--- src/rtl/fp_pkg.sv ---
// Shared FP32 constants, field-packing type and normalisation FSM states
// used across the adder/multiplier pipeline stages.
package fp_pkg;

   localparam int EXP_W    = 8;
   localparam int MANT_W   = 23;
   localparam int EXP_BIAS = 127;
   localparam logic [EXP_W-1:0] EXP_INF = 8'hFF;
   localparam logic [4:0]       MAX_LSH = 5'd23;

   typedef enum logic [1:0] {IDLE, NORM, PACK, DONE} norm_state_t;

   typedef struct packed {
      logic              sign;
      logic [EXP_W-1:0]  exp;
      logic [MANT_W-1:0] mant;
   } fp32_t;

endpackage

--- src/rtl/normalization_if.sv ---
// Handshake/data bundle between the mantissa-addition stage (master)
// and the normalisation stage (slave).
interface normalization_if;
   import fp_pkg::*;

   logic [MANT_W+1:0] mantissa_sum;
   logic [EXP_W-1:0]  add_new_exponent;
   logic              sign_result;
   logic              done_2;
   logic [31:0]       result;
   logic              done_3;
   logic              overflow;

   modport master (
      output mantissa_sum, add_new_exponent, sign_result, done_2,
      input  result, done_3, overflow
   );

   modport slave (
      input  mantissa_sum, add_new_exponent, sign_result, done_2,
      output result, done_3, overflow
   );
endinterface

--- src/rtl/fp_round_ne.sv ---
// Round-to-nearest-even increment on the 23-bit fraction using a single
// guard bit; o_carry flags a fraction wrap needing renormalisation.
`ifdef NORM_ROUND_EN
module fp_round_ne
   import fp_pkg::*;
(
   input  logic [MANT_W-1:0] i_frac,
   input  logic              i_guard,
   output logic [MANT_W-1:0] o_frac,
   output logic              o_carry
);
   logic w_inc;

   assign w_inc             = i_guard & i_frac[0];
   assign {o_carry, o_frac} = {1'b0, i_frac} + {{MANT_W{1'b0}}, w_inc};
endmodule
`endif

--- src/rtl/normalization.sv ---
// FP32 adder stage 3: iterative normalisation of the raw mantissa sum and
// IEEE-754 packing. Define NORM_ROUND_EN for round-to-nearest-even in PACK.
module normalization
   import fp_pkg::*;
(
   input  logic            clk,
   input  logic            reset,
   normalization_if.slave  bus
);
   norm_state_t       r_state, w_state_nxt;
   logic              r_done2_q;
   logic [MANT_W+1:0] r_mant, w_mant_nxt;
   logic [EXP_W:0]    r_exp, w_exp_nxt;
   logic              r_sign, w_sign_nxt;
   logic              r_denorm, w_denorm_nxt;
   logic [4:0]        r_shifts, w_shifts_nxt;
   logic [31:0]       r_result, w_result_nxt;
   logic              r_done3, w_done3_nxt;
   logic              r_overflow, w_overflow_nxt;

   logic              w_start;
   logic [MANT_W-1:0] w_frac_pk;
   logic              w_carry;
   logic [EXP_W:0]    w_exp_pk;
   fp32_t             w_pk;

   assign w_start = bus.done_2 & ~r_done2_q;

`ifdef NORM_ROUND_EN
   logic r_guard;

   // Guard bit only exists when a right shift dropped a bit this operation.
   always_ff @(posedge clk) begin
      if (reset)
         r_guard <= 1'b0;
      else if (w_start)
         r_guard <= 1'b0;
      else if (r_state == NORM && r_mant != '0 && r_mant[MANT_W+1])
         r_guard <= r_mant[0];
   end

   fp_round_ne u_round (
      .i_frac  (r_mant[MANT_W-1:0]),
      .i_guard (r_guard),
      .o_frac  (w_frac_pk),
      .o_carry (w_carry)
   );
`else
   assign w_frac_pk = r_mant[MANT_W-1:0];
   assign w_carry   = 1'b0;
`endif

   // A denormal whose fraction wraps becomes the smallest normal (exp 1).
   assign w_exp_pk = r_denorm ? {{EXP_W{1'b0}}, w_carry}
                              : r_exp + {{EXP_W{1'b0}}, w_carry};

   always_comb begin
      w_pk.sign = r_sign;
      w_pk.exp  = w_exp_pk[EXP_W-1:0];
      w_pk.mant = w_frac_pk;
   end

   always_comb begin
      w_state_nxt    = r_state;
      w_mant_nxt     = r_mant;
      w_exp_nxt      = r_exp;
      w_sign_nxt     = r_sign;
      w_denorm_nxt   = r_denorm;
      w_shifts_nxt   = r_shifts;
      w_result_nxt   = r_result;
      w_done3_nxt    = r_done3;
      w_overflow_nxt = r_overflow;

      if (w_start) begin
         w_mant_nxt     = bus.mantissa_sum;
         w_exp_nxt      = {1'b0, bus.add_new_exponent};
         w_sign_nxt     = bus.sign_result;
         w_denorm_nxt   = 1'b0;
         w_shifts_nxt   = '0;
         w_done3_nxt    = 1'b0;
         w_overflow_nxt = 1'b0;
         w_state_nxt    = NORM;
      end else begin
         case (r_state)
            NORM: begin
               if (r_mant == '0) begin
                  w_denorm_nxt = 1'b1;
                  w_state_nxt  = PACK;
               end else if (r_mant[MANT_W+1]) begin
                  w_mant_nxt  = r_mant >> 1;
                  w_exp_nxt   = r_exp + 9'd1;
                  w_state_nxt = PACK;
               end else if (r_mant[MANT_W]) begin
                  w_state_nxt = PACK;
               end else if (r_exp <= 9'd1) begin
                  w_denorm_nxt = 1'b1;
                  w_state_nxt  = PACK;
               end else if (r_shifts == MAX_LSH) begin
                  w_state_nxt = PACK;
               end else begin
                  w_mant_nxt   = r_mant << 1;
                  w_exp_nxt    = r_exp - 9'd1;
                  w_shifts_nxt = r_shifts + 5'd1;
               end
            end
            PACK: begin
               if (w_exp_pk >= {1'b0, EXP_INF}) begin
                  w_result_nxt   = {r_sign, EXP_INF, {MANT_W{1'b0}}};
                  w_overflow_nxt = 1'b1;
               end else begin
                  w_result_nxt = w_pk;
               end
               w_done3_nxt = 1'b1;
               w_state_nxt = DONE;
            end
            default: ;
         endcase
      end
   end

   always_ff @(posedge clk) begin
      if (reset) begin
         r_state    <= IDLE;
         r_done2_q  <= 1'b0;
         r_mant     <= '0;
         r_exp      <= '0;
         r_sign     <= 1'b0;
         r_denorm   <= 1'b0;
         r_shifts   <= '0;
         r_result   <= '0;
         r_done3    <= 1'b0;
         r_overflow <= 1'b0;
      end else begin
         r_state    <= w_state_nxt;
         r_done2_q  <= bus.done_2;
         r_mant     <= w_mant_nxt;
         r_exp      <= w_exp_nxt;
         r_sign     <= w_sign_nxt;
         r_denorm   <= w_denorm_nxt;
         r_shifts   <= w_shifts_nxt;
         r_result   <= w_result_nxt;
         r_done3    <= w_done3_nxt;
         r_overflow <= w_overflow_nxt;
      end
   end

   assign bus.result   = r_result;
   assign bus.done_3   = r_done3;
   assign bus.overflow = r_overflow;
endmodule
--- src/flat_wrapper.sv ---
// flat-port wrapper written by rule: the top's interface ports become plain ports
module normalization_flat import fp_pkg::*;
  (clk, reset, bus_mantissa_sum, bus_add_new_exponent, bus_sign_result, bus_done_2, bus_result, bus_done_3, bus_overflow);
  normalization_if bus_i ();
  input  logic clk;
  input  logic reset;
  input wire logic [$bits(bus_i.mantissa_sum)-1:0] bus_mantissa_sum;
  input wire logic [$bits(bus_i.add_new_exponent)-1:0] bus_add_new_exponent;
  input wire logic [$bits(bus_i.sign_result)-1:0] bus_sign_result;
  input wire logic [$bits(bus_i.done_2)-1:0] bus_done_2;
  output wire logic [$bits(bus_i.result)-1:0] bus_result;
  output wire logic [$bits(bus_i.done_3)-1:0] bus_done_3;
  output wire logic [$bits(bus_i.overflow)-1:0] bus_overflow;
  assign bus_i.mantissa_sum = bus_mantissa_sum;
  assign bus_i.add_new_exponent = bus_add_new_exponent;
  assign bus_i.sign_result = bus_sign_result;
  assign bus_i.done_2 = bus_done_2;
  assign bus_result = bus_i.result;
  assign bus_done_3 = bus_i.done_3;
  assign bus_overflow = bus_i.overflow;
  normalization u_core (.clk(clk), .reset(reset), .bus(bus_i));
endmodule
--- config.mk ---
export PLATFORM = sky130hd
export DESIGN_NAME = normalization_flat
export DESIGN_NICKNAME = d
export VERILOG_FILES = /design/src/rtl/fp_pkg.sv /design/src/rtl/normalization_if.sv /design/src/rtl/fp_round_ne.sv /design/src/rtl/normalization.sv /design/src/flat_wrapper.sv
export SDC_FILE = /design/constraint.sdc
export NUM_CORES = 1
export LEC_CHECK = 0
export CAP_MARGIN = 20
export CELL_PAD_IN_SITES_DETAIL_PLACEMENT = 1
export CELL_PAD_IN_SITES_GLOBAL_PLACEMENT = 2
export CORE_ASPECT_RATIO = 0.75
export CORE_MARGIN = 10
export CORE_UTILIZATION = 28
export DETAILED_ROUTE_END_ITERATION = 12
export HOLD_SLACK_MARGIN = 0.08
export PLACE_DENSITY = 0.83
export SLEW_MARGIN = 30
export SYNTH_ARGS = -nofsm -noshare
export SYNTH_HDL_FRONTEND = slang
export SYNTH_SLANG_ARGS = --single-unit
--- constraint.sdc ---
create_clock -name clk -period 2.2 [get_ports clk]
set_clock_uncertainty 0.2 [all_clocks]
set_input_delay 0.44 -clock clk [delete_from_list [all_inputs] [get_ports clk]]
set_output_delay 0.44 -clock clk [all_outputs]
set_load 0.02 [all_outputs]
==> out/metrics.csv <==
metric;value;unit
hold_viol_final;0;
cp_max_fo;3;
antenna_left;0;
r2r.worst_path.cells;5;
tightest_slew;0.396;ns
fmax;447;MHz
power_frac_clock;29.1;%
die_x;158;um
min_period_over_period;102;%
route.detailed.drc;0;
yosys-top-cells-area;dfxtp_1, a21oi_1, o311ai_0, nor3b_1, o211ai_1;
grt_pass1_vias;4396;
area_growth;49.2;%
synth-simple-area-share;23.6;%
synth_top_area_share;38.8;%
grt_overflow;0;
synthFlopType;dfxtp_1;
dieArea;0.0196;sq mm
drtIter0Drc;315;
crit_chain;or4_4 -> nor4b_4 -> a31oi_1 -> or4_1 -> a311oi_2;
core-area;0.0139;sq mm
fin_ws;-0.0373;ns
status;finished with violations;
dpl.cell_count;736;
r2r-end;u_core.r_exp[7]$_SDFFE_PP0P_;
cts_hold_buffers;0;
grt_pass1_wl;24100;um
fp-row-count;37;
async_flop_share;0;%
via_per_inst;5.63;
p_per_area;864;mW/mm^2
num_antenna_cells;0;
avgSynthCellArea;8.27;sq um
die_h;124;um
slowest_stage;or4_4;
cts_buffer_depth;2;
utilization;43.3;%
grt_util_all_layers;15.2;%
pin_count;71;
reg2reg_from;u_core.r_mant[24]$_SDFFE_PP0P_;
violations;setup timing;
port_buffers;70;
clk_latency;0.34;ns
nets;628;
synth-xor-area-share;0.217;%
routed_wl;15800;um
timing.reg2reg.setup_slack;-0.04;ns
synth_largest_area_cell;dfxtp_1;
arrival;2.29;ns
avgRoutedWirePerCell;20.6;um
synth_mux_area_share;0.249;%
synth_edf_count;0;
drive_above_1_share;23.4;%
power_frac_seq;31.5;%
hold_path_class;flip-flop to flip-flop;
critPathCapture;u_core.r_exp[7]$_SDFFE_PP0P_;
worst_ir_drop_vdd;0.586;mV
rsz0062_at_grt;yes;
gp_congestion;0.804;
mappedNetlistNets;530;
ys_seq_area_share;38.8;%
cp-start-kind;flip-flop;
slew_viol_final;0;
slew_headroom;73.3;%
cap_viol_max_count;0;
synthAdderAreaFrac;1.86;%
antenna_found_initial;0;
slowest_delay;0.58;ns
vias;4305;
synth_compound_area_share;28.9;%
endpoint_kind;flip-flop;
fin_crit;2.24;ns
clock-sinks;78;
crit_path_start;u_core.r_mant[24]$_SDFFE_PP0P_;
start_util;29.0;%
holdPathStages;2;
pwr-share-comb;39.4;%
tritoncts;built;
finalNonFillerCells;764;
p_sw;1850;uW
synthCells;487;
crit_required;2.26;ns
synth_seq_cells;78;
drt_first_pass_iters;4;
htree_levels;3;
synth_top_family_by_area;compound AO/OA/AOI/OAI gates;
cts_made_buffers;9;
grt_start_max_net_pins;91;
leakage;0.00202;uW
crit_type;flip-flop to flip-flop;
syn_area;0.00403;sq mm
yosys_warnings;0;
switching_share;35.6;%
clock-root-buffer;clkbuf_16;
power.internal;3350;uW
clk_pin_slew;0.07;ns
setup_violations;7;
hpwl;10300;um
ys_types;50;
tns;-0.128;ns
worst min-delay path by stage:
| stage | start | endpoint |
|---|---|---|
| floorplan | u_core.r_sign$_SDFFE_PP0P_ | u_core.bus.result[31]$_SDFFE_PP0P_ |
| global placement | u_core.bus.result[14]$_SDFFE_PP0P_ | u_core.bus.result[14]$_SDFFE_PP0P_ |
| detailed placement | u_core.bus.result[12]$_SDFFE_PP0P_ | u_core.bus.result[12]$_SDFFE_PP0P_ |
| CTS | u_core.bus.result[12]$_SDFFE_PP0P_ | u_core.bus.result[12]$_SDFFE_PP0P_ |
| global route | u_core.bus.result[18]$_SDFFE_PP0P_ | u_core.bus.result[18]$_SDFFE_PP0P_ |
| finish | u_core.bus.result[12]$_SDFFE_PP0P_ | u_core.bus.result[12]$_SDFFE_PP0P_ |
cells in the final DEF, fill, tap and decap left out, types with 3 or more instances in the layout:
master           count
nand2_1             31
nand3_1              5
a22oi_1             22
nor3_1               9
nand3b_1            21
o311ai_1            10
a311oi_2             5
buf_6                5
or4_1                7
o21ai_0             26
o211ai_1            23
nor2_1              32
ha_1                 3
clkdlybuf4s50_1     69
dfxtp_1             72
nand2b_1             3
inv_1                7
dfxtp_2              5
nand4_1              4
buf_12               8
o311ai_2            11
clkbuf_16           12
nor4_1               5
nor3b_1             23
o31ai_1             10
or4_4                4
buf_4               55
a21oi_1             42
a311oi_1             4
nor4_2               4
area by class of cell:
cell class	count	area [sq um]
multi-input cells	346	2470
inverters	8	30.0
repair buffers	142	1420
flip-flops and latches	78	1570
clock buffers	10	239
clock inverters	5	60.1
fillers	1574	7880
well taps	175	219
sequential cells by signal, indices dropped and copies added, names as in the netlist:
register             cells
u_core.r_exp             9
u_core.r_done2_q         1
u_core.r_denorm          1
u_core.r_sign            1
u_core.r_mant           25
u_core.bus.done_3        1
u_core.bus.result       32
u_core.bus.overflow      1
u_core.r_shifts          5
u_core.r_state           2
synth_stat cells (2+ instances only):
cell,n
nor3_1,10
a2111oi_0,2
nand2b_1,3
o31ai_1,10
nor4_1,8
buf_2,8
nor3b_1,23
nand4_1,4
nand2_1,32
o211ai_1,23
a31oi_1,3
o21ai_1,2
nand3b_1,21
nand3_1,6
dfxtp_1,78
and2_1,2
clkbuf_1,44
inv_1,8
a21oi_1,43
o22ai_1,2
a22oi_1,22
nor2b_1,3
and3_1,2
or4_1,10
o21ai_0,27
or3_1,2
ha_1,6
nor2_1,32
o21bai_1,2
o311ai_0,21
a311oi_1,9
worst max-delay path: cells and delay by family (launching register included):
| family | cells | cell delay [ns] |
|---|---|---|
| AO/OA/AOI/OAI | 2 | 0.34 |
| flip-flops | 1 | 0.33 |
| AND/OR/NAND/NOR | 3 | 1.29 |
power groups by stage:
stage	clock, uW	combinational (uW)	sequential, uW
6_report	1510	2050	1640
3_3_place_gp	0	1500	1650
4_1_cts	1540	1620	1620
5_1_grt	1600	2200	1650
3_5_place_dp	0	1570	1650
2_1_floorplan	0	836	1680
what timing repair did:
| action | 4_1_cts | 5_1_grt |
|---|---|---|
| hold endpoints to repair | 0 | 0 |
| buffers inserted | 3 | 7 |
| endpoints found under the setup margin | 14 | 38 |
| gates resized for setup | 12 | 73 |
| pin swaps | 2 | 9 |
| cloned | 0 | 3 |
per-stage QoR:
step                      hold slack (ns)  cell area (sq um)  total power (uW)  setup WS [ns]
after floorplan                     0.232               4030              2520         0.0173
after global routing                0.275               6010              5450         -0.130
after CTS                           0.257               5590              4790        -0.0345
after global placement              0.240               5250              3150         0.0224
final                               0.252               6010              5190        -0.0373
after detailed placement            0.247               5250              3220        -0.0513
cell families after synthesis:
logic type | count (synthesis)
AO/OA/AOI/OAI | 173
AND/OR/NAND/NOR | 165
adder cells (fa/ha/maj) | 6
buffers and inverters | 63
XOR/XNOR | 1
flip-flops | 78
multiplexers | 1
per-layer routing:
metal / share of wire [%] / wire [um] / track usage [%] / vias up
met1: 45 / 7090 / 20.1 / 2128
met2: 47 / 7360 / 23.4 / 117
li1: - / - / - / 2049
met4: 0.91 / 143 / 3.58 / 0
met3: 7.5 / 1180 / 5.20 / 11
met5: 0 / 0 / 0 / -
Note: power is estimated with default switching activity, not from simulation.
